### src/rtl/pwm_seq_pkg.sv
// Shared types and default widths for the PWM duty-cycle sequencer.
package pwm_seq_pkg;

  localparam int unsigned PWM_W_DEF = 32;
  localparam int unsigned DEPTH_DEF = 8;
  localparam int unsigned RPT_W_DEF = 8;

  typedef enum logic [1:0] {
    IDLE = 2'd0,
    ARM  = 2'd1,
    RUN  = 2'd2
  } state_e;

  // Default-width view of one queued entry, as presented by a bus wrapper or DMA.
  typedef struct packed {
    logic [PWM_W_DEF-1:0] cmpA;
    logic [PWM_W_DEF-1:0] cmpB;
    logic [RPT_W_DEF-1:0] rpt;
  } entry_t;

endpackage

### src/rtl/pwm_seq_fifo.sv
// Synchronous FIFO for sequencer entries; push is dropped when full, pop when empty, flush wins.
module pwm_seq_fifo
  import pwm_seq_pkg::*;
#(
  parameter int unsigned DW    = 2 * PWM_W_DEF + RPT_W_DEF,
  parameter int unsigned DEPTH = DEPTH_DEF
) (
  input  logic                       clk,
  input  logic                       rst,
  input  logic                       push,
  input  logic                       pop,
  input  logic                       flush,
  input  logic [DW-1:0]              wdata,
  output logic [DW-1:0]              rdata_c,
  output logic                       full_c,
  output logic                       empty_c,
  output logic [$clog2(DEPTH):0]     level
);

  localparam int unsigned AW = $clog2(DEPTH);
  localparam int unsigned LW = AW + 1;

  logic [DW-1:0] mem_q [DEPTH];
  logic [AW-1:0] wr_ptr_q, wr_ptr_d;
  logic [AW-1:0] rd_ptr_q, rd_ptr_d;
  logic [LW-1:0] level_q, level_d;
  logic          do_push_c, do_pop_c;

  assign full_c    = (level_q == LW'(DEPTH));
  assign empty_c   = (level_q == '0);
  assign do_push_c = push && !full_c && !flush;
  assign do_pop_c  = pop && !empty_c && !flush;
  assign rdata_c   = mem_q[rd_ptr_q];
  assign level     = level_q;

  always_comb begin
    wr_ptr_d = wr_ptr_q;
    rd_ptr_d = rd_ptr_q;
    level_d  = level_q;
    if (flush) begin
      wr_ptr_d = '0;
      rd_ptr_d = '0;
      level_d  = '0;
    end else begin
      if (do_push_c) wr_ptr_d = wr_ptr_q + AW'(1);
      if (do_pop_c)  rd_ptr_d = rd_ptr_q + AW'(1);
      case ({do_push_c, do_pop_c})
        2'b10:   level_d = level_q + LW'(1);
        2'b01:   level_d = level_q - LW'(1);
        default: level_d = level_q;
      endcase
    end
  end

  always_ff @(posedge clk or posedge rst) begin
    if (rst) begin
      wr_ptr_q <= '0;
      rd_ptr_q <= '0;
      level_q  <= '0;
    end else begin
      wr_ptr_q <= wr_ptr_d;
      rd_ptr_q <= rd_ptr_d;
      level_q  <= level_d;
    end
  end

  // Storage needs no reset: occupancy alone decides what is valid.
  always_ff @(posedge clk) begin
    if (do_push_c) mem_q[wr_ptr_q] <= wdata;
  end

endmodule

### src/rtl/pwm_seq_ctrl.sv
// Duty-cycle sequencer feeding EF_PWM32 compare values on period boundaries.
// Optional `define PWM_SEQ_UFCNT_EN adds a saturating 16-bit underflow counter output (uf_count).
module pwm_seq_ctrl
  import pwm_seq_pkg::*;
#(
  parameter int unsigned W     = PWM_W_DEF,
  parameter int unsigned DEPTH = DEPTH_DEF,
  parameter int unsigned RPT_W = RPT_W_DEF
) (
  input  logic                   clk,
  input  logic                   rst,
  input  logic                   start,
  input  logic                   stop,
  input  logic                   flush,
  input  logic                   period_tick,
  input  logic                   wr_valid,
  output logic                   wr_ready,
  input  logic [W-1:0]           wr_cmpA,
  input  logic [W-1:0]           wr_cmpB,
  input  logic [RPT_W-1:0]       wr_rpt,
  output logic [W-1:0]           cmpA,
  output logic [W-1:0]           cmpB,
  output logic                   pwm_en,
  output logic                   busy,
  output logic [$clog2(DEPTH):0] level,
  output logic                   underflow,
  output logic                   done
`ifdef PWM_SEQ_UFCNT_EN
  ,
  output logic [15:0]            uf_count
`endif
);

  localparam int unsigned EW = 2 * W + RPT_W;

  state_e           state_q, state_d;
  logic [W-1:0]     cmp_a_q, cmp_a_d;
  logic [W-1:0]     cmp_b_q, cmp_b_d;
  logic             pwm_en_q, pwm_en_d;
  logic             busy_q, busy_d;
  logic [RPT_W-1:0] rpt_cnt_q, rpt_cnt_d;
  logic             stop_pend_q, stop_pend_d;
  logic             underflow_q, underflow_d;
  logic             done_q, done_d;

  logic             fifo_pop_c, fifo_flush_c, fifo_full_c, fifo_empty_c;
  logic             load_c, start_acc_c;
  logic [EW-1:0]    head_c;
  logic [W-1:0]     head_a_c, head_b_c;
  logic [RPT_W-1:0] head_rpt_c;

  assign {head_a_c, head_b_c, head_rpt_c} = head_c;
  assign wr_ready = !fifo_full_c;

  pwm_seq_fifo #(
    .DW    (EW),
    .DEPTH (DEPTH)
  ) u_fifo (
    .clk     (clk),
    .rst     (rst),
    .push    (wr_valid),
    .pop     (fifo_pop_c),
    .flush   (fifo_flush_c),
    .wdata   ({wr_cmpA, wr_cmpB, wr_rpt}),
    .rdata_c (head_c),
    .full_c  (fifo_full_c),
    .empty_c (fifo_empty_c),
    .level   (level)
  );

  always_comb begin
    state_d      = state_q;
    cmp_a_d      = cmp_a_q;
    cmp_b_d      = cmp_b_q;
    pwm_en_d     = pwm_en_q;
    rpt_cnt_d    = rpt_cnt_q;
    stop_pend_d  = stop_pend_q;
    underflow_d  = 1'b0;
    done_d       = 1'b0;
    fifo_pop_c   = 1'b0;
    fifo_flush_c = 1'b0;
    load_c       = 1'b0;
    start_acc_c  = 1'b0;

    unique case (state_q)
      IDLE: begin
        stop_pend_d = 1'b0;
        if (start && !fifo_empty_c) begin
          start_acc_c = 1'b1;
          state_d     = ARM;
        end else if (flush) begin
          fifo_flush_c = 1'b1;
        end
      end
      ARM: begin
        if (stop) begin
          done_d  = 1'b1;
          state_d = IDLE;
        end else if (period_tick && !fifo_empty_c) begin
          load_c   = 1'b1;
          pwm_en_d = 1'b1;
          state_d  = RUN;
        end
      end
      RUN: begin
        // A stop seen on the boundary itself, or pending from earlier, wins over reload.
        if (period_tick) begin
          if (stop_pend_q || stop) begin
            pwm_en_d    = 1'b0;
            done_d      = 1'b1;
            stop_pend_d = 1'b0;
            state_d     = IDLE;
          end else if (rpt_cnt_q != '0) begin
            rpt_cnt_d = rpt_cnt_q - RPT_W'(1);
          end else if (!fifo_empty_c) begin
            load_c = 1'b1;
          end else begin
            underflow_d = 1'b1;
          end
        end else if (stop) begin
          stop_pend_d = 1'b1;
        end
      end
      default: state_d = IDLE;
    endcase

    if (load_c) begin
      fifo_pop_c = 1'b1;
      cmp_a_d    = head_a_c;
      cmp_b_d    = head_b_c;
      rpt_cnt_d  = head_rpt_c;
    end

    busy_d = (state_d != IDLE);
  end

  always_ff @(posedge clk or posedge rst) begin
    if (rst) begin
      state_q     <= IDLE;
      cmp_a_q     <= '0;
      cmp_b_q     <= '0;
      pwm_en_q    <= 1'b0;
      busy_q      <= 1'b0;
      rpt_cnt_q   <= '0;
      stop_pend_q <= 1'b0;
      underflow_q <= 1'b0;
      done_q      <= 1'b0;
    end else begin
      state_q     <= state_d;
      cmp_a_q     <= cmp_a_d;
      cmp_b_q     <= cmp_b_d;
      pwm_en_q    <= pwm_en_d;
      busy_q      <= busy_d;
      rpt_cnt_q   <= rpt_cnt_d;
      stop_pend_q <= stop_pend_d;
      underflow_q <= underflow_d;
      done_q      <= done_d;
    end
  end

  assign cmpA      = cmp_a_q;
  assign cmpB      = cmp_b_q;
  assign pwm_en    = pwm_en_q;
  assign busy      = busy_q;
  assign underflow = underflow_q;
  assign done      = done_q;

`ifdef PWM_SEQ_UFCNT_EN
  logic [15:0] uf_cnt_q, uf_cnt_d;

  // Saturating count of underflow pulses, restarted by each accepted start.
  always_comb begin
    uf_cnt_d = uf_cnt_q;
    if (start_acc_c) begin
      uf_cnt_d = '0;
    end else if (underflow_d && (uf_cnt_q != 16'hFFFF)) begin
      uf_cnt_d = uf_cnt_q + 16'd1;
    end
  end

  always_ff @(posedge clk or posedge rst) begin
    if (rst) uf_cnt_q <= '0;
    else     uf_cnt_q <= uf_cnt_d;
  end

  assign uf_count = uf_cnt_q;
`endif

endmodule
### config.mk
export PLATFORM = sky130hd
export DESIGN_NAME = pwm_seq_ctrl
export DESIGN_NICKNAME = d
export VERILOG_FILES = /design/src/rtl/pwm_seq_pkg.sv /design/src/rtl/pwm_seq_fifo.sv /design/src/rtl/pwm_seq_ctrl.sv
export SDC_FILE = /design/constraint.sdc
export NUM_CORES = 1
export LEC_CHECK = 0
export CELL_PAD_IN_SITES_DETAIL_PLACEMENT = 1
export CELL_PAD_IN_SITES_GLOBAL_PLACEMENT = 2
export CORE_MARGIN = 3
export CORE_UTILIZATION = 31
export DETAILED_ROUTE_END_ITERATION = 8
export GPL_TIMING_DRIVEN = 0
export PLACE_DENSITY_LB_ADDON = 0.1
export SLEW_MARGIN = 20
export SYNTH_ARGS = -nofsm -noshare
export SYNTH_HDL_FRONTEND = slang
export SYNTH_SLANG_ARGS = --single-unit
### constraint.sdc
create_clock -name clk -period 7.9 [get_ports clk]
set_input_delay 2.37 -clock clk [delete_from_list [all_inputs] [get_ports clk]]
set_output_delay 2.37 -clock clk [all_outputs]
set_load 0.02 [all_outputs]
After elaboration in Yosys (flattened, before gate mapping)
Memory sizes are Yosys's and may differ from the RTL's.
Cells that the tools add are included.

storage, ports and cells
  flip-flop bits (word level) = 89
  RAM bits = 576
  input port bits = 79
  output and inout bits = 73
  word-level logic and storage cells = 102
  memories kept = 1

operators by class
  $add $sub $neg = 5
  equality and inequality tests = 12
  multiplexer cells = 47
  reductions and logical operators = 25

memory list
  memory        words  bits a word  rd ports  clocked after memory_dff  wr ports  RTL line            source
  u_fifo.mem_q  8      72           1         0                         1         pwm_seq_fifo.sv:23  logic [DW-1:0] mem_q [DEPTH];

operator list
  cell                   count
  $mux W8                5
  $mux W1                26
  $reduce_bool A2 Y1     8
  $mux W3                4
  $mux W2                5
  $ne A2 B2 Y1 const B   5
  $pmux W1 S2            4
  $pmux W4 S2            1
  $reduce_bool A8 Y1     1
  $sub A8 B1 Y8 const B  1
  $add A3 B1 Y3 const B  2
  $logic_and A1 B1 Y1    6
  $ne A3 B3 Y1 const B   2
  $pmux W2 S3            1
  $reduce_and A5 Y1      1
  $add A4 B1 Y4 const B  1
  $eq A2 B1 Y1 const B   2
  $eq A2 B2 Y1 const B   2
  $eq A4 B4 Y1 const B   1
  $logic_not A4 Y1       1
  $mux W4                1
  $reduce_and A4 Y1      1
  $sub A4 B1 Y4 const B  1
  $logic_not A1 Y1       3
  4 further kinds        4

Depth between registers and ports, before layout
  depth in word-level cells = 12
  depth in mapped cells = 14
  mapped depth without buffers = 13

Hierarchy
Synthesis repeated with hierarchy kept, for this count alone.

second synthesis, totals
  cell total of the unflattened synthesis = 1139
  area, all modules = 25657.1 µm²

modules (own cells, without submodules)
  module        instances  cells an instance  area an instance (µm²)  sequential area each (µm²)
  pwm_seq_fifo  1          910                22302.6                 17546.8
  pwm_seq_ctrl  1          229                3354.5                  1976.9

Worst setup path before layout
Ideal clock, no wire load.

  path type = in2reg
  from = in start
  to = mem u_fifo.mem_q[0][0] (netlist name), enable pin
  library setup time = 0.590 ns
  data arrival time = 7.925 ns
  required time = 7.310 ns
  path slack = -0.616 ns
  stages = 4
  buffers on the path = 0
  cells stage by stage = o41ai_1 -> and3_1 -> or3_1 -> nor3_1

between the ends
  longest elaborated chain between the ends = 7

ends and longest elaborated chain
  item                           RTL line            source
  start: declaration             pwm_seq_ctrl.sv:12  input logic start,
  $logic_and A1 B1 Y1            pwm_seq_ctrl.sv:88  if (start && !fifo_empty_c) begin
  $mux W1                        pwm_seq_ctrl.sv:88
  $mux W1                        pwm_seq_ctrl.sv:85  unique case (state_q)
  $logic_not A1 Y1               pwm_seq_fifo.sv:31  assign do_push_c = push && !full_c && !flush;
  $logic_and A1 B1 Y1            pwm_seq_fifo.sv:31
  $mux W1                        pwm_seq_fifo.sv:69  if (do_push_c) mem_q[wr_ptr_q] <= wdata;
  $mux W1 (not written as such)  pwm_seq_fifo.sv:69
  end: declaration               pwm_seq_fifo.sv:23

Every way passes these cells.

Final worst setup path
  from = in stop
  to = reg u_fifo.level_q[2], in the netlist u_fifo.level[2]

between the ends
  longest elaborated chain between the ends = 10
  elaborated cells between the ends (all ways) = 13
  those cells by class = eq/ne (2); mux (7); reduce/logical (4)

ends and longest elaborated chain
  item                                                 RTL line             source
  start: declaration                                   pwm_seq_ctrl.sv:13   input logic stop,
  $logic_or A1 B1 Y1                                   pwm_seq_ctrl.sv:108  if (stop_pend_q || stop) begin
  $mux W1                                              pwm_seq_ctrl.sv:108
  $mux W1                                              pwm_seq_ctrl.sv:107  if (period_tick) begin
  $pmux W1 S2 (*)                                      pwm_seq_ctrl.sv:85
  $mux W1 (*)                                          pwm_seq_ctrl.sv:127  if (load_c) begin
  $logic_and A1 B1 Y1 (*) (2 in series)                pwm_seq_fifo.sv:32   assign do_pop_c = pop && !empty_c && !flush;
  $eq A2 B1 Y1 / $eq A2 B2 Y1 (equally long branches)  pwm_seq_fifo.sv:47   case ({do_push_c, do_pop_c})
  $pmux W4 S2                                          pwm_seq_fifo.sv:47
  $mux W4                                              pwm_seq_fifo.sv:40   if (flush) begin
  end signal: assignment                               pwm_seq_fifo.sv:63   level_q <= level_d;
  end: declaration                                     pwm_seq_fifo.sv:26   logic [LW-1:0] level_q, level_d;

Every way passes the cells marked *; elsewhere a longest branch is shown, timed or not.
A chain may end at the register's enable or synchronous reset.

==> impl.org <==
** Critical path
- CP Max Fanout :: 10
- Sort of element at the start of the critical path :: input pin
- Worst setup path category :: in -> reg
- Endpoint kind of the worst setup timing path :: flip-flop
- At the worst endpoint, the required time is ~8.4 ns.
- Critical Path Slowest Stage Cell :: clkdlybuf4s50_1
- Slowest stage delay, CP :: 0.55 ns
- The signal on the critical path passes through clkdlybuf4s50_1 > and4bb_2 > a41o_1 > nand2_1 > buf_2 > nor3_2 > ha_1 > or3_1 > o21ai_0 > a21oi_1 > nor3_1 > a2111oi_2.
- Worst path arrival time :: between 5 and 6 ns

** Timing
- For the final database, setup skew stands at 0.0201 ns.
- Worst-Margin Slew :: roughly 1.1 ns
- Upper clock frequency limit :: about 0.19 GHz
- Final setup vio count :: 0
- Relative slew margins :: 0.267
- Dividing the final minimum period by the clock period gives 0.663.
- Slack of the critical path :: 2.66 ns
- Setup repair after global routing left no endpoint under its margin.
- Number of pins with negative max-slew slack in the final report :: 0
- Hold Vio Cnt, Final :: 0
- Min Clock Period, post-route :: around 5.2 ns

** Route
- The count of nets left with antenna violations once routing finished came out at 0.
- In the final routed layout, each cell accounts on average for about 25 um.
- Dividing the detail-routed via count by the number of cells gives 4.79.
- Total routed wirelength :: 65.6 mm
- After the first detailed-routing iteration, the DRC count stood at 637.
- Number of remaining DRC errors :: 0
- For this run, the detailed router's first-pass iteration total came to 4.
- Via total after detailed routing :: 12.6k

** Flow run
- Max Cap Violations :: 0

** Synth
- After technology mapping, the gate count stands at approximately 1.2k.
- Among all flip-flop cells after synthesis, the most frequent one is edfxtp_1.
- Yosys mapped a number of flops with a built-in enable equal to 576.
- For this run, the register share of the synthesized area comes to 0.769.
- During synthesis, Yosys emitted a total of 0 warnings.
- The number of nets handed over by synthesis was about 1.3k.
- Number of storage elements in the synthesis netlist :: between 600 and 700
- Mapped cell area :: between 20000 and 30000 um^2
- Number of distinct library cells after synthesis :: 54
- Mapped Avg Cell Area :: 20.6 um^2
- Proportion of register bits with asynchronous set or reset after synthesis :: 0.134

** Floorplanning
- Die width :: 292 um
- Placement row count :: 104
- Starting Density :: 0.314
- Die boundary height :: just under 300 um
- For this design the top-level I/O count stands at around 150.
- The core region is a little over 80000 um^2.
- Die ar. :: between 80000 and 90000 um^2

** Layout
- Most common library cell in the layout ignoring fill and taps :: edfxtp_1
- Most used cells in the layout excluding fill and tap cells :: edfxtp_1, clkdlybuf4s50_1, mux4_2, dfrtp_1, nand2_1
- Layout net count :: ~1.6k
- Fraction of layout cells with a size suffix above 1 :: 0.229
- Final standard cell utilization of the core :: 0.394
- The area growth from synthesis to layout is 25.6%.

** Pwr
- Power spent charging and discharging nets :: around 2900 uW
- Internal power comes to around 7600 uW.
- Power consumption :: around 10000 uW
- The share of total power dissipated in the clock network is 0.333.
- Ratio of total power to cell area :: roughly 330 nW/um^2
- Leak pwr :: 0.0103 uW
- Of the total power, registers draw 0.438.
- Switching part of the total power :: 0.277
- IR analysis of the VDD net gives a maximum drop of approximately 0.00013 V.
- Combinational fraction of design power :: 0.228

** Outcome
- The run finished with clean final reports.

** Clock tree
- Clk root buf :: clkbuf_16
- Number of instances resized during post-cts repair :: 0
- Counting every sink on the clock net gives about 670.
- Number of H-tree branching levels :: 3
- Post-CTS setup buffers :: 0
- Register clock-pin slew on the reported worst setup and hold paths :: ~0.050 ns
- The number of clock buffers added by TritonCTS is 76.
- Hold repair after CTS inserted 0 buffers.
- In this run the deepest clock path goes through 3 buffers.
- Clock latency on the worst-skew pair, taken at its later pin, is 0.60 ns.
- TritonCTS clock tree :: yes

** GRT
- Global-route wire length before repair :: between 90 and 100 mm
- Aggregate global-route resource usage :: 0.156
- Overflow left after global routing :: 0
- Vias in the first global route :: ~14k
- Entering global routing, the biggest net connects 35 pins.
- Antenna violations before repair :: 8

** Placement
- Final HPWL from detailed placement :: between 40 and 50 mm
- The count of buffers added on input and output ports is 150.
- Setup WS pre-CTS :: between 1.5 and 2 ns
- Routability-driven placement finished with a final weighted congestion of roughly 0.7.

** Worst hold path
- In this run the worst hold path is classified as reg -> reg.
[cells in the mapped netlist (4+ instances only)]
cell / number / area share
clkbuf_1: 29 / 0.0043
nor2_1: 24 / 0.0036
edfxtp_1: 576 / 0.68
mux4_2: 144 / 0.13
nand3_1: 7 / 0.0014
inv_1: 7 / 0.0010
xnor2_1: 4 / 0.0014
buf_2: 24 / 0.0047
mux2i_1: 70 / 0.028
dfrtp_1: 89 / 0.088
o21ai_0: 74 / 0.015
o211ai_1: 4 / 0.0012
a21oi_1: 11 / 0.0022
nand2b_1: 6 / 0.0015
nand2_1: 84 / 0.012
nor3_1: 14 / 0.0028
buf_1: 4 / 0.00059
ha_1: 10 / 0.0049
[area by class of cell]
class                      instances  area, um^2
antenna                            5        12.5
buffer                            60         275
clock buffer                     102        2100
clock inverter                    39         387
fill                            7703       48900
inverter                           7        31.3
multi-input combinational        499        5620
sequential                       665       19500
tap                             1060        1330
timing repair buffer             197        2590
[metal layers]
| layer | part of all wire | track usage | vias to the layer above |
|---|---|---|---|
| li1 | - | - | 5589 |
| met1 | 0.44 | 0.208 | 6728 |
| met2 | 0.50 | 0.265 | 203 |
| met3 | 0.036 | 0.0271 | 83 |
| met4 | 0.020 | 0.0445 | 4 |
| met5 | 0.00038 | 0 | - |
[sequential cells by signal, indices dropped and copies added (netlist names), 2 cells and up]
register	count
u_fifo.mem_q	576
rpt_cnt_q	8
cmpA	32
u_fifo.level	4
state_q	2
u_fifo.rd_ptr_q	3
cmpB	32
u_fifo.wr_ptr_q	3
[worst paths after layout]
kind / startpoint / slack (ns) / endpoint / depth (start not counted)
min reg2reg: cmpA[21]$_DFFE_PP0N_ / 0.48 / cmpA[21]$_DFFE_PP0N_ / 2
max in group asynchronous: rst / 4.97 / cmpB[19]$_DFFE_PP0N_ / 4
max reg2reg: state_q[1]$_DFF_PP0_ / 4.24 / u_fifo.level[2]$_DFFE_PP0P_ / 13
min in group asynchronous: rst / 2.12 / cmpA[22]$_DFFE_PP0N_ / 2
max: stop / 2.66 / u_fifo.level[2]$_DFFE_PP0P_ / 12
min: cmpA[21]$_DFFE_PP0N_ / 0.48 / cmpA[21]$_DFFE_PP0N_ / 2
[kinds of logic (layout without fill, tap and decap cells)]
family	Yosys count	in the layout	synth area share
and+or+nand+nor	156	156	0.0291
AOI/OAI and AO/OA	110	110	0.0259
muxes	216	216	0.156
other	0	5	0
DFF	665	665	0.769
adders and majority gates	10	10	0.00493
buffers and inverters	67	405	0.0118
xor gates and xnor gates	7	7	0.00242
[worst max-delay path: cells and delay by family]
| kind | cells | cell delay, ns |
|---|---|---|
| simple gates | 5 | 1.43 |
| fa+ha+maj | 1 | 0.34 |
| compound gates | 4 | 0.56 |
| buf+inv | 2 | 0.95 |
[per-stage QoR]
| stage | area [um^2] | cells | hold WS [ns] | TNS, ns |
|---|---|---|---|---|
| 2_1_floorplan | 25400 | 1231 | 0.486 | 0 |
| 3_3_place_gp | 28200 | 2441 | 0.463 | -1746.08 |
| 3_5_place_dp | 29400 | 2488 | 0.471 | 0 |
| 4_1_cts | 31900 | 2629 | 0.483 | 0 |
| 5_1_grt | 31900 | 2630 | 0.503 | 0 |
| 6_report | 31900 | 2634 | 0.476 | 0 |
[power groups by stage]
stage / registers (uW) / logic, uW / clock network [uW]
final: 4600 / 2390 / 3500
after global routing: 4660 / 2620 / 3750
after CTS: 4610 / 2480 / 3620
after detailed placement: 4680 / 2470 / 0
after global placement: 4740 / 2250 / 0
after floorplan: 4840 / 1160 / 0
(Power assumes the default switching activity.)
